[config.mk]
export PLATFORM = sky130hd
export DESIGN_NAME = serial_pattern_detector_flat
export DESIGN_NICKNAME = d
export VERILOG_FILES = /design/src/rtl/serial_pattern_detector_if.sv /design/src/rtl/serial_pattern_detector.sv /design/src/flat_wrapper.sv
export SDC_FILE = /design/constraint.sdc
export NUM_CORES = 1
export LEC_CHECK = 0
export ABC_CLOCK_PERIOD_IN_PS = 2500
export CAP_MARGIN = 20
export CORE_MARGIN = 10
export CORE_UTILIZATION = 48
export CTS_CLUSTER_DIAMETER = 40
export DETAILED_ROUTE_END_ITERATION = 16
export PLACE_DENSITY = 0.77
export SYNTH_ARGS = -nofsm -noshare
export SYNTH_HDL_FRONTEND = slang
export SYNTH_SLANG_ARGS = --single-unit
[constraint.sdc]
create_clock -name c -period 2.5 [get_ports c]
set_input_delay 0.75 -clock c [delete_from_list [all_inputs] [get_ports c]]
set_output_delay 0.75 -clock c [all_outputs]
set_load 0.02 [all_outputs]
[src/rtl/serial_pattern_detector_if.sv]
// Serial detector bus: sample enable/data/clear in, window and match status out.
interface serial_pattern_detector_if #(
  parameter int unsigned N  = 4,
  parameter int unsigned CW = 8
);

  logic          en;
  logic          d;
  logic          clr;
  logic [N-1:0]  sr;
  logic          armed;
  logic          match;
  logic [CW-1:0] count;
  logic          full;

  // Producer side: drives the bit stream and observes detector status.
  modport master (
    output en, d, clr,
    input  sr, armed, match, count, full
  );

  // Detector side.
  modport slave (
    input  en, d, clr,
    output sr, armed, match, count, full
  );

endinterface

[src/rtl/serial_pattern_detector.sv]
// Serial pattern detector: shifts accepted bits into an N-bit window, pulses
// match on every (overlapping) occurrence of PATTERN and keeps a saturating
// match count. Synchronous active-high reset.
module serial_pattern_detector #(
  parameter int unsigned    N       = 4,
  parameter logic [N-1:0]   PATTERN = N'(4'b1011),
  parameter int unsigned    CW      = 8
) (
  input  logic                   c,
  input  logic                   rst,
  serial_pattern_detector_if.slave bus
);

  localparam int unsigned   FW        = $clog2(N + 1);
  localparam logic [FW-1:0] FILL_LAST = FW'(N - 1);
  localparam logic [FW-1:0] FILL_MAX  = FW'(N);
  localparam logic [CW-1:0] CNT_MAX   = {CW{1'b1}};

  typedef enum logic {
    FILL  = 1'b0,
    ARMED = 1'b1
  } state_t;

  state_t        state_q,  state_nxt;
  logic [N-1:0]  sr_q,     sr_nxt;
  logic [FW-1:0] fill_q,   fill_nxt;
  logic          armed_q,  armed_nxt;
  logic          match_q,  match_nxt;
  logic [CW-1:0] count_q,  count_nxt;
  logic          full_q,   full_nxt;
  logic [N-1:0]  window_c;

  // Next-state, window, match and counter logic.
  always_comb begin
    state_nxt = state_q;
    sr_nxt    = sr_q;
    fill_nxt  = fill_q;
    match_nxt = 1'b0;
    count_nxt = count_q;
    window_c  = {sr_q[N-2:0], bus.d};

    // The fill qualifier keeps the reset window from matching, even for an all-zero pattern.
    if (bus.en) begin
      sr_nxt    = window_c;
      match_nxt = (window_c == PATTERN) && (fill_q >= FILL_LAST);
      if (fill_q != FILL_MAX) begin
        fill_nxt = fill_q + FW'(1);
      end
    end

    case (state_q)
      FILL: begin
        if (bus.en && (fill_q == FILL_LAST)) begin
          state_nxt = ARMED;
        end
      end
      ARMED:   state_nxt = ARMED;
      default: state_nxt = FILL;
    endcase

    // Clear wins over a coincident increment; saturate instead of wrapping.
    if (bus.clr) begin
      count_nxt = '0;
    end else if (match_nxt && (count_q != CNT_MAX)) begin
      count_nxt = count_q + CW'(1);
    end

    full_nxt  = (count_nxt == CNT_MAX);
    armed_nxt = (state_nxt == ARMED);
  end

  // State and output registers.
  always_ff @(posedge c) begin
    if (rst) begin
      state_q <= FILL;
      sr_q    <= '0;
      fill_q  <= '0;
      armed_q <= 1'b0;
      match_q <= 1'b0;
      count_q <= '0;
      full_q  <= 1'b0;
    end else begin
      state_q <= state_nxt;
      sr_q    <= sr_nxt;
      fill_q  <= fill_nxt;
      armed_q <= armed_nxt;
      match_q <= match_nxt;
      count_q <= count_nxt;
      full_q  <= full_nxt;
    end
  end

  assign bus.sr    = sr_q;
  assign bus.armed = armed_q;
  assign bus.match = match_q;
  assign bus.count = count_q;
  assign bus.full  = full_q;

endmodule
[src/flat_wrapper.sv]
// flat-port wrapper written by rule: the top's interface ports become plain ports
module serial_pattern_detector_flat 
#(
  parameter int unsigned    N       = 4,
  parameter logic [N-1:0]   PATTERN = N'(4'b1011),
  parameter int unsigned    CW      = 8
)
  (c, rst, bus_en, bus_d, bus_clr, bus_sr, bus_armed, bus_match, bus_count, bus_full);
  serial_pattern_detector_if #(.N(N), .CW(CW)) bus_i ();
  input  logic c;
  input  logic rst;
  input wire logic [$bits(bus_i.en)-1:0] bus_en;
  input wire logic [$bits(bus_i.d)-1:0] bus_d;
  input wire logic [$bits(bus_i.clr)-1:0] bus_clr;
  output wire logic [$bits(bus_i.sr)-1:0] bus_sr;
  output wire logic [$bits(bus_i.armed)-1:0] bus_armed;
  output wire logic [$bits(bus_i.match)-1:0] bus_match;
  output wire logic [$bits(bus_i.count)-1:0] bus_count;
  output wire logic [$bits(bus_i.full)-1:0] bus_full;
  assign bus_i.en = bus_en;
  assign bus_i.d = bus_d;
  assign bus_i.clr = bus_clr;
  assign bus_sr = bus_i.sr;
  assign bus_armed = bus_i.armed;
  assign bus_match = bus_i.match;
  assign bus_count = bus_i.count;
  assign bus_full = bus_i.full;
  serial_pattern_detector #(.N(N), .PATTERN(PATTERN), .CW(CW)) u_core (.c(c), .rst(rst), .bus(bus_i));
endmodule
Word-level counts from Yosys, hierarchy flattened
Index checks and enable logic that the tools add are counted. Widths: inputs -> output; s select.

Flip-flop bits (word level): 18. Logic and storage cells: 24. Input port bits: 5. Output and inout port bits: 15.

Multiplexer cells: 5. Bitwise gates (word level): 1. Magnitude comparators: 1. $add $sub $neg: 2. Reduce and logical (&&, ||, !) cells: 4. Equality and inequality tests: 5.

Operator list (count): $mux 8 (2); $add 8x1->8 const B (1); $eq 8x8->1 const B (1); $ne 8x8->1 const B (1); $eq 4x4->1 const B (1); $add 3x1->3 const B (1); $eq 3x2->1 const B (1); $ge 3x2->1 const B (1); $logic_and 1x1->1 (3); $ne 3x3->1 const B (1); $mux 1 (2); $pmux 1 s2 (1); $reduce_and 2->1 (1); $not 1->1 (1).

Depth between registers and ports, before layout
Word-level depth: 7. Mapped depth: 8. Mapped depth without buffers: 7.

Worst setup path before layout
OpenSTA, ideal clock, no wires.

Path type: input to register. Start point: in bus_en. End point: reg u_core.full_q (netlist: u_core.bus.full). Required time: 2.408 ns. Library setup time: 0.092 ns. Path slack: 0.157 ns. Arrival time: 2.251 ns. Buffers on the path: 2. Stages on the path: 7. Cell sequence: buf_6 > nand3_4 > or4b_4 > buf_6 > nor2_2 > mux2_1 > nor4_1.

Cells in the longest elaborated chain, start to end: 5.

Ends and longest elaborated chain: start, declared (RTL line flat_wrapper.sv:12) `input wire logic [$bits(bus_i.en)-1:0] bus_en;`; $mux 1 (RTL line serial_pattern_detector.sv:43) `if (bus.en) begin`; $logic_and 1x1->1 (RTL line serial_pattern_detector.sv:64) `end else if (match_nxt && (count_q != CNT_MAX)) begin`; $mux 8 (RTL line serial_pattern_detector.sv:64); $mux 8 (RTL line serial_pattern_detector.sv:62) `if (bus.clr) begin`; $eq 8x8->1 (RTL line serial_pattern_detector.sv:68) `full_nxt = (count_nxt == CNT_MAX);`; end signal, assigned (RTL line serial_pattern_detector.sv:89) `full_q <= full_nxt;`; end, declared (RTL line serial_pattern_detector.sv:30) `logic full_q, full_nxt;`.

No other way between the ends. A chain may end at the register's enable or synchronous reset.

Final worst setup path
Ends and elaborated chain as after synthesis.

==> key figures <==
Synth
  – Area leader, netlist: dfxtp_1
  – Synth Instances: 95
  – Synthesis Warnings: 0
  – Combinational family with the most area after synthesis: simple AND/OR/NAND/NOR gates
  – Adder-Cell Fraction of Synth Area: 5.73%
  – Number of distinct library cells after synthesis: 29
  – Synth top area share: between 40% and 50%
  – Synth area leaders: dfxtp_1, nor2_1, ha_1, mux2i_1, a21oi_1
  – Post-synthesis xor/xnor area fraction: around 4%
  – Post-Syn Area: 873 µm²
  – Syn nets: 104
  – Post-synthesis simple-gate area fraction: 27.4%
  – Sequential-to-total area share from yosys stat: 41.3%
  – Synthesized flop and latch total: 18
  – Compound-cell area share of the yosys netlist: 9.03%
  – Mean Syn Cell Area: 9.19 µm²
  – Mux cell area share after synthesis: 7.02%

Critical path
  – CP max stage delay: roughly 0.53 ns
  – Worst Path Max Fanout: 2
  – Buf+Inv Stages, Crit Path: 1
  – Top cell family by delay on the critical path: simple AND/OR/NAND/NOR gates
  – Worst r2r path cells: 7
  – Crit Reg-Reg Startpoint: u_core.fill_q[0]$_SDFFE_PP0P_
  – CP max-delay cell: clkdlybuf4s50_1
  – Setup crit end kind: flop
  – Worst R2R End: u_core.bus.full$_SDFF_PP0_
  – Worst R2R Setup Slack: 0.31 ns
  – Worst endpoint required time: 2.70 ns
  – Worst-path cell chain: clkdlybuf4s50_1 > nand3_4 > or4b_4 > nor2_2 > mux2_1 > nor4_1
  – CP Class: in2reg
  – Setup crit start kind: primary input
  – WP data arrival: 2.61 ns

Clocking
  – Clock sinks: 18
  – Root Buffer: clkbuf_4
  – Cts bufs inserted: 3
  – Clk buf depth: 2
  – Hold buffers post-CTS: 0
  – H-tree depth: 1
  – Setup Fix Bufs, Post-CTS: 0
  – Clock Latency Late Sink: 0.29 ns
  – CTS tree: done
  – Worst-path clk slew: roughly 0.1 ns
  – PostCTS Resize Cnt: 0

STA
  – Clock Skews: 0.0109 ns
  – Final period utilization: ~96%
  – Tmin final: 2.41 ns
  – Post-route setup TNS: 0 ns
  – Worst-Margin Slew: ~0.3 ns
  – Slew Limit Fails: 0
  – Max_slew headroom: between 70% and 80%
  – Final Hold Vio Count: 0
  – Max Freq: 0.415 GHz
  – Final setup viols: 0
  – RSZ-0062 raised after global routing: no

GRT
  – GR Util All Layers: 9.82%
  – Pin count of the biggest net entering global routing: 10
  – Remaining global-route overflow: 0
  – Initial antenna violation count: 0
  – Vias in the first global route: around 760
  – First-pass GRT wire length: 3260 µm

Routing
  – Antenna-violating nets left: 0
  – Vias: ~750
  – Initial DRT Pass Iterations: 4
  – Drt wl/cell: 13.3 µm
  – DRC errors left: 0
  – Drt first-iter violations: 20
  – WL final: 1920 µm
  – Via density: roughly 5.2

Finish
  – Synthesis-to-finish area growth: 30.5%
  – Diodes inserted: 0
  – Fin util: 66.0%
  – Share of cells above drive strength 1: 14.2%
  – Final nets: 131

Hold path
  – Hold Crit Class: reg2reg
  – Hold_sp: u_core.bus.count[7]$_SDFF_PP0_
  – Hold Crit Depth: 1
  – Hold EP: u_core.bus.count[7]$_SDFF_PP0_

Floorplanning
  – DIE HEIGHT: between 60 and 70 µm
  – Initial Util: 50.6%
  – Chip width: 62.7 µm
  – Io pins: 20
  – CORE AREA: 1730 µm²
  – Rows: 15
  – Die Area: 3930 µm²

Status
  – Outcome: completed

Power and ir drop
  – Power per cell area: 427 nW/µm²
  – Static Leak: 0.403 nW
  – Worst IR Drop VDD: ~0.39 mV

Placement
  – Routability cong.: 0.792
  – Final HPWL DP: 1570 µm
  – IO buf count: 19

Run
  – Max_cap viols: 0
==> placed cells by master (no fill, tap or decap), drive strengths merged, types with 2 or more instances in the layout <==
| master | synthesis | final |
|---|---|---|
| o21ai | 3 | 3 |
| ha | 4 | 4 |
| mux2i | 5 | 5 |
| or3 | 2 | 2 |
| dfxtp | 18 | 18 |
| inv | 5 | 5 |
| and3 | 2 | 2 |
| clkbuf | 2 | 3 |
| a21oi | 7 | 7 |
| nor2 | 17 | 17 |
| nor4b | 2 | 2 |
| nor4 | 2 | 2 |
| nand3 | 4 | 4 |
| xnor2 | 4 | 4 |
| nor3 | 2 | 2 |
| clkdlybuf4s50 | 0 | 19 |
| a211oi | 2 | 2 |
| buf | 2 | 7 |
| nand2 | 4 | 4 |
==> routing by layer <==
metal / routed length, µm / GRT usage, % / part of all wire, %
met1: 792 / 10.1 / 41
met3: 146 / 4.48 / 7.6
met4: 17 / 3.35 / 0.88
met5: 0 / 0 / 0
met2: 966 / 17.2 / 50
==> stage by stage <==
| stage | hold slack, ns | total power, mW | worst slack (ns) | instances | area [µm²] |
|---|---|---|---|---|---|
| 2_1_floorplan | 0.486 | 0.337 | 0.157 | 95 | 873 |
| 3_3_place_gp | 0.449 | 0.355 | -0.228 | 142 | 1120 |
| 3_5_place_dp | 0.492 | 0.358 | -0.240 | 142 | 1120 |
| 4_1_cts | 0.504 | 0.491 | 0.0620 | 145 | 1140 |
| 5_1_grt | 0.554 | 0.507 | 0.00521 | 145 | 1140 |
| 6_report | 0.506 | 0.487 | 0.0891 | 145 | 1140 |
==> flip-flops by register name, indices dropped and copies added (netlist names) <==
signal            cells
u_core.fill_q         3
u_core.bus.sr         4
u_core.bus.count      8
u_core.bus.full       1
u_core.state_q        1
u_core.bus.match      1
==> final cells by class <==
cell class / instances / area, µm²
clock buffers: 3 / 22.5
repair buffers: 26 / 243
multi-input cells: 68 / 464
fillers: 144 / 587
well taps: 25 / 31.3
inverters: 5 / 18.8
flip-flops and latches: 18 / 360
==> worst register-to-register path, cell delays in order, from the launching register on <==
cell	delay, ns
dfxtp_1	0.41
ha_1	0.18
ha_1	0.18
a211oi_2	0.06
or4b_4	0.54
nor2_2	0.16
mux2_1	0.34
nor4_1	0.24
==> cell usage after synthesis <==
cell and number:
or4b_4 1, nand3b_1 1, ha_1 4, xnor2_1 4, a211oi_2 1, or2b_1 1
nor2_2 1, nor4_1 2, nand3_1 3, dfxtp_1 18, nand4_1 1, nand3_4 1
a311oi_1 1, or2_2 1, and2_1 1, inv_1 5, nor4b_2 2, o21ai_0 3
a21oi_1 7, buf_6 2, nor3_1 2, clkbuf_1 2, nand2_1 4, a211oi_1 1
and3_1 2, mux2i_1 5, nor2_1 16, mux2_1 1, or3_1 2
==> cells by family (layout without fill, tap and decap cells) <==
| family | after synthesis | after routing |
|---|---|---|
| simple gates | 41 | 41 |
| flops | 18 | 18 |
| compound gates | 13 | 13 |
| buf+inv | 9 | 34 |
| mux | 6 | 6 |
| fa+ha+maj | 4 | 4 |
| xor+xnor | 4 | 4 |
==> worst max-delay path by stage <==
stage                            endpoint  depth (start not counted)  startpoint  slack [ns]
3_5_place_dp   u_core.bus.full$_SDFF_PP0_                          6      bus_en       -0.24
2_1_floorplan  u_core.bus.full$_SDFF_PP0_                          7      bus_en        0.16
6_report       u_core.bus.full$_SDFF_PP0_                          6      bus_en        0.09
3_3_place_gp   u_core.bus.full$_SDFF_PP0_                          6      bus_en       -0.23
5_1_grt        u_core.bus.full$_SDFF_PP0_                          6      bus_en       0.005
4_1_cts        u_core.bus.full$_SDFF_PP0_                          6      bus_en        0.06
==> report_power, final <==
group          internal [mW]  switching [mW]
clock network         0.0560          0.0809
logic                 0.0250          0.0245
registers              0.293         0.00764
total                  0.374           0.113
Note: power is estimated with default switching activity, not from simulation.
